[src/rtl/time_set_ctrl.sv]
// time_set_ctrl: button-driven editor for an hour/minute/second setting held
// in packed BCD. tick_prog enters edit mode; up/down change the selected
// field; left/right move the cursor. A second tick_prog emits a one-cycle
// commit pulse so the RTC writer can load the edited values.
module time_set_ctrl #(
    parameter int HOUR_MAX = 23,
    parameter int HOUR_MIN = 0
) (
    input  logic       clkr,
    input  logic       resetr,
    input  logic       tick_prog,
    input  logic       tick_up,
    input  logic       tick_down,
    input  logic       tick_left,
    input  logic       tick_right,
    output logic       prog_mode,
    output logic [1:0] field_sel,
    output logic [7:0] hour_bcd,
    output logic [7:0] min_bcd,
    output logic [7:0] sec_bcd,
    output logic       commit
);

    // Hour bounds converted once into packed BCD so the wrap test is a plain compare
    localparam logic [7:0] HMAX_BCD = {4'(HOUR_MAX / 10), 4'(HOUR_MAX % 10)};
    localparam logic [7:0] HMIN_BCD = {4'(HOUR_MIN / 10), 4'(HOUR_MIN % 10)};

    localparam logic [1:0] SEL_HR  = 2'b00;
    localparam logic [1:0] SEL_MIN = 2'b01;
    localparam logic [1:0] SEL_SEC = 2'b10;

    typedef enum logic [2:0] {
        IDLE,
        EDIT_HR,
        EDIT_MIN,
        EDIT_SEC,
        COMMIT
    } state_t;

    state_t     state;
    state_t     state_nxt;
    logic [7:0] hour_nxt;
    logic [7:0] min_nxt;
    logic [7:0] sec_nxt;

    // Minute/second increment: 59 wraps to 00, digits stay in 0..9 / 0..5
    function automatic logic [7:0] ms_up(input logic [7:0] v);
        logic [3:0] t;
        logic [3:0] u;
        t = v[7:4];
        u = v[3:0];
        if (u == 4'd9) begin
            u = 4'd0;
            t = (t == 4'd5) ? 4'd0 : t + 4'd1;
        end else begin
            u = u + 4'd1;
        end
        return {t, u};
    endfunction

    // Minute/second decrement: 00 wraps to 59
    function automatic logic [7:0] ms_down(input logic [7:0] v);
        logic [3:0] t;
        logic [3:0] u;
        t = v[7:4];
        u = v[3:0];
        if (u == 4'd0) begin
            u = 4'd9;
            t = (t == 4'd0) ? 4'd5 : t - 4'd1;
        end else begin
            u = u - 4'd1;
        end
        return {t, u};
    endfunction

    // Hour increment: wraps at the configured maximum, otherwise a BCD step
    function automatic logic [7:0] hr_up(input logic [7:0] v);
        logic [3:0] t;
        logic [3:0] u;
        t = v[7:4];
        u = v[3:0];
        if (v == HMAX_BCD) begin
            return HMIN_BCD;
        end
        if (u == 4'd9) begin
            u = 4'd0;
            t = t + 4'd1;
        end else begin
            u = u + 4'd1;
        end
        return {t, u};
    endfunction

    // Hour decrement: wraps at the configured minimum, otherwise a BCD step
    function automatic logic [7:0] hr_down(input logic [7:0] v);
        logic [3:0] t;
        logic [3:0] u;
        t = v[7:4];
        u = v[3:0];
        if (v == HMIN_BCD) begin
            return HMAX_BCD;
        end
        if (u == 4'd0) begin
            u = 4'd9;
            t = t - 4'd1;
        end else begin
            u = u - 4'd1;
        end
        return {t, u};
    endfunction

    // Next state and next field values; only the highest-priority tick acts
    always_comb begin
        state_nxt = state;
        hour_nxt  = hour_bcd;
        min_nxt   = min_bcd;
        sec_nxt   = sec_bcd;
        case (state)
            IDLE: begin
                if (tick_prog) begin
                    state_nxt = EDIT_HR;
                end
            end
            EDIT_HR, EDIT_MIN, EDIT_SEC: begin
                if (tick_prog) begin
                    state_nxt = COMMIT;
                end else if (tick_up) begin
                    case (state)
                        EDIT_HR:  hour_nxt = hr_up(hour_bcd);
                        EDIT_MIN: min_nxt  = ms_up(min_bcd);
                        default:  sec_nxt  = ms_up(sec_bcd);
                    endcase
                end else if (tick_down) begin
                    case (state)
                        EDIT_HR:  hour_nxt = hr_down(hour_bcd);
                        EDIT_MIN: min_nxt  = ms_down(min_bcd);
                        default:  sec_nxt  = ms_down(sec_bcd);
                    endcase
                end else if (tick_right) begin
                    case (state)
                        EDIT_HR:  state_nxt = EDIT_MIN;
                        EDIT_MIN: state_nxt = EDIT_SEC;
                        default:  state_nxt = EDIT_HR;
                    endcase
                end else if (tick_left) begin
                    case (state)
                        EDIT_HR:  state_nxt = EDIT_SEC;
                        EDIT_MIN: state_nxt = EDIT_HR;
                        default:  state_nxt = EDIT_MIN;
                    endcase
                end
            end
            COMMIT: begin
                state_nxt = IDLE;
            end
            default: begin
                state_nxt = IDLE;
            end
        endcase
    end

    // State, field values and decoded outputs all registered from the next state
    always_ff @(posedge clkr or posedge resetr) begin
        if (resetr) begin
            state     <= IDLE;
            hour_bcd  <= HMIN_BCD;
            min_bcd   <= 8'h00;
            sec_bcd   <= 8'h00;
            prog_mode <= 1'b0;
            field_sel <= SEL_HR;
            commit    <= 1'b0;
        end else begin
            state     <= state_nxt;
            hour_bcd  <= hour_nxt;
            min_bcd   <= min_nxt;
            sec_bcd   <= sec_nxt;
            prog_mode <= (state_nxt == EDIT_HR) || (state_nxt == EDIT_MIN) ||
                         (state_nxt == EDIT_SEC);
            commit    <= (state_nxt == COMMIT);
            case (state_nxt)
                EDIT_MIN: field_sel <= SEL_MIN;
                EDIT_SEC: field_sel <= SEL_SEC;
                default:  field_sel <= SEL_HR;
            endcase
        end
    end

endmodule
[config.mk]
export PLATFORM = sky130hd
export DESIGN_NAME = time_set_ctrl
export DESIGN_NICKNAME = d
export VERILOG_FILES = /design/src/rtl/time_set_ctrl.sv
export SDC_FILE = /design/constraint.sdc
export NUM_CORES = 1
export LEC_CHECK = 0
export ABC_AREA = 1
export BUFFER_PORTS_ARGS = -buffer_cell sky130_fd_sc_hd__buf_2
export CORE_ASPECT_RATIO = 1.75
export CORE_MARGIN = 2
export CORE_UTILIZATION = 36
export CTS_CLUSTER_DIAMETER = 40
export DETAILED_ROUTE_END_ITERATION = 10
export PLACE_DENSITY_LB_ADDON = 0.3
export RECOVER_POWER = 50
export SLEW_MARGIN = 20
export SYNTH_ARGS = -nofsm -noshare
export SYNTH_HDL_FRONTEND = slang
export SYNTH_SLANG_ARGS = --single-unit
export TNS_END_PERCENT = 50
[constraint.sdc]
create_clock -name clkr -period 1.5 [get_ports clkr]
set_input_delay 0.15 -clock clkr [delete_from_list [all_inputs] [get_ports clkr]]
set_output_delay 0.15 -clock clkr [all_outputs]
set_load 0.05 [all_outputs]
==> reports/qor.csv <==
stage;metric;value;unit
outcome;status;finished, final reports clean;
cells_and_area;layout_common_cells;nand2_1, inv_1, nor2_1;
synthesis;dominantRegCellSynth;dfrtp_1;
worst_setup_path;cp_max_fo;5;
worst_setup_path;cp_slowest_cell;dfrtp_2;
synthesis;synth_edf_count;0;
floorplan;start_util;36.8;%
detailed_routing;first_pass_iters;4;
worst_setup_path;crit_top_cell;inv_1;
synthesis;yosysUniqueCellTypes;31;
sta;fmax;678;MHz
worst_setup_path;path_cells;inv_4 > ha_4 > nand2_1 > inv_1 > nand3_2 > nand2_2 > inv_1 > o21ai_0 > o21ai_1;
cells_and_area;seq_area;790;µm²
synthesis;synth_area;0.00226;mm²
sta;fin_crit;1.47;ns
floorplan;die_h;109;µm
clock_tree;numCtsBuffers;5;
clock_tree;clkTransAtPathRegs;0.07;ns
sta;max_slew_margin;45.3;%
worst_setup_path;slowest_delay;0.45;ns
clock_tree;cts_tree;built;
min_path;hold_path_class;primary input to flip-flop;
cells_and_area;fillers;635;
sta;finalClockSkew;0.00867;ns
clock_tree;clk-insertion-delay-late;0.29;ns
worst_setup_path;r2r_cells;9;
sta;drv_slew;0;
run;drv_cap;0;
global_routing;grt_use_total;16.9;%
global_routing;overflow;0;
worst_setup_path;reg2reg_slack;0.03;ns
power;irDropWorstVdd;0.948;mV
worst_setup_path;worst-path-buf-inv;3;
synthesis;ys_seq_area_share;34.4;%
cells_and_area;multiInputGateArea;0.00135;mm²
power;p_leak;1.41;nW
synthesis;yosysWarnings;0;
floorplan;dieArea;0.00694;mm²
cells_and_area;drive_above_1_share;27.8;%
cells_and_area;final_common_cell;nand2_1;
cells_and_area;nets;386;
synthesis;synth_fp_nets;337;
placement;place_hpwl;4050;µm
worst_setup_path;start_kind;flip-flop;
global_routing;grt_pass1_vias;2117;
floorplan;rows;38;
worst_setup_path;path_class;flip-flop to flip-flop;
sta;holdWs;0.167;ns
clock_tree;htreeDepth;2;
floorplan;core;0.00613;mm²
placement;portBuffers;34;
sta;rsz0062_at_grt;yes;
detailed_routing;drt_iter0_drc;156;
clock_tree;cts-root-buf;clkbuf_8;
cells_and_area;antenna_cells;0;
placement;gp_congestion;0.904;
worst_setup_path;critPathTopFamily;flip-flops;
synthesis;async_reset_ff_share;100;%
sta;finalSetupViolations;0;
sta;hold_violations;0;
sta;min_period_over_period;98.3;%
clock_tree;cts_sinks;31;
cells_and_area;syn_to_final_growth;24.4;%
synthesis;postSynthAreaPerCell;6.97;µm²
synthesis;syn_inst;324;
detailed_routing;vias;2208;
global_routing;grt_max_degree;32;
floorplan;die_x;63.9;µm
global_routing;antenna_found_initial;0;
worst_setup_path;arrival;1.65;ns
floorplan;io_pins;35;
detailed_routing;vias_per_cell;4.86;
detailed_routing;totalWireLength;5480;µm
power;powerDensity;1900;mW/mm²
detailed_routing;drc_errors;0;
detailed_routing;wl_per_cell;12.1;µm
cells_and_area;utilization;45.8;%
synthesis;ys_ff_latch;31;
detailed_routing;drtAntennaViolNets;0;
worst_setup_path;cp_num_cells;9;
worst_setup_path;critPathCaptureType;flip-flop;
global_routing;grt_pass1_wl;9180;µm
sta;tightestPinTransition;0.820;ns
worst_setup_path;required;1.68;ns
clock_tree;cts_buffer_depth;2;
min_path;whs_path_depth;3;
## layer usage
metal,track usage [%],share of wire [%],up-vias
li1,-,-,1128
met1,17.8,38,1029
met2,31.2,57,40
met3,2.99,3.0,11
met4,9.01,2.6,0
met5,0,0,-
## area by class of cell
class                      instances  area share, %
clock buffer                       6           2.94
clock inverter                     2           1.25
inverter                          48           6.68
multi-input combinational        239           48.0
sequential                        31           28.1
tap                               80           3.56
timing repair buffer              48           9.44
## worst paths after layout
path / to / startpoint
min: state[2] / tick_prog
min reg2reg: min_bcd[7] / min_bcd[7]
min in group asynchronous: hour_bcd[0] / resetr
max reg2reg: hour_bcd[4] / hour_bcd[4]
max: hour_bcd[4] / hour_bcd[4]
max in group asynchronous: sec_bcd[1] / resetr
## Yosys cell counts (4+ instances only)
| library cell | number | area (µm²) |
|---|---|---|
| nor2_1 | 34 | 128 |
| nand3_1 | 26 | 130 |
| inv_1 | 40 | 150 |
| inv_2 | 8 | 30.0 |
| nor2_4 | 8 | 90.1 |
| ha_1 | 6 | 75.1 |
| o21ai_0 | 19 | 95.1 |
| nand2_2 | 4 | 25.0 |
| a21oi_1 | 13 | 65.1 |
| nand3_2 | 4 | 40.0 |
| nand2_1 | 85 | 319 |
| dfrtp_1 | 31 | 776 |
| o21ai_1 | 6 | 30.0 |
| xor2_1 | 11 | 96.3 |
| nand4_1 | 6 | 37.5 |
## stage by stage
stage / area [µm²] / std cells / worst slack (ns) / power [mW] / TNS [ns]
after global routing: 2810 / 454 / -0.0507 / 5.73 / -0.104
final: 2810 / 454 / 0.0259 / 5.33 / 0
after detailed placement: 2570 / 440 / 0.0481 / 4.21 / 0
after CTS: 2700 / 449 / 0.0275 / 5.12 / 0
after floorplan: 2280 / 324 / -0.0100 / 3.56 / -0.0100
after global placement: 2570 / 440 / 0.0594 / 4.20 / 0
## flip-flops by register name (all words and copies together), names as in the netlist
register / flops
prog_mode: 1
commit: 1
field_sel: 2
sec_bcd: 8
hour_bcd: 8
state: 3
min_bcd: 8
## kinds of logic (layout without fill, tap and decap cells)
family                     count (synthesis)  in the layout  share of synthesized area [%]
AOI/OAI and AO/OA                         46             46                           11.0
xor gates and xnor gates                  11             11                           4.27
adders and majority gates                  6              6                           3.33
buffers and inverters                     54            104                           9.64
DFF                                       31             31                           34.4
and+or+nand+nor                          176            176                           37.4
## repair_timing
item	in CTS	in global routing
hold buffers	1	0
gates resized for setup	0	23
hold endpoints to repair	31	0
endpoints found under the setup margin	0	15
buffers inserted	0	5
## worst min-delay path, stage by stage
cell and delay [ns]:
buf_2 0.14, nand2_1 0.09, nor2_1 0.04
## report_power, final
group          internal, mW  leakage [nW]  switching, mW  total (mW)
Clock                 0.538        0.0612          0.340       0.878
Sequential             1.10         0.379          0.362        1.46
Combinational         0.948         0.967           2.04        2.99
Note: power is estimated with default switching activity, not from simulation.
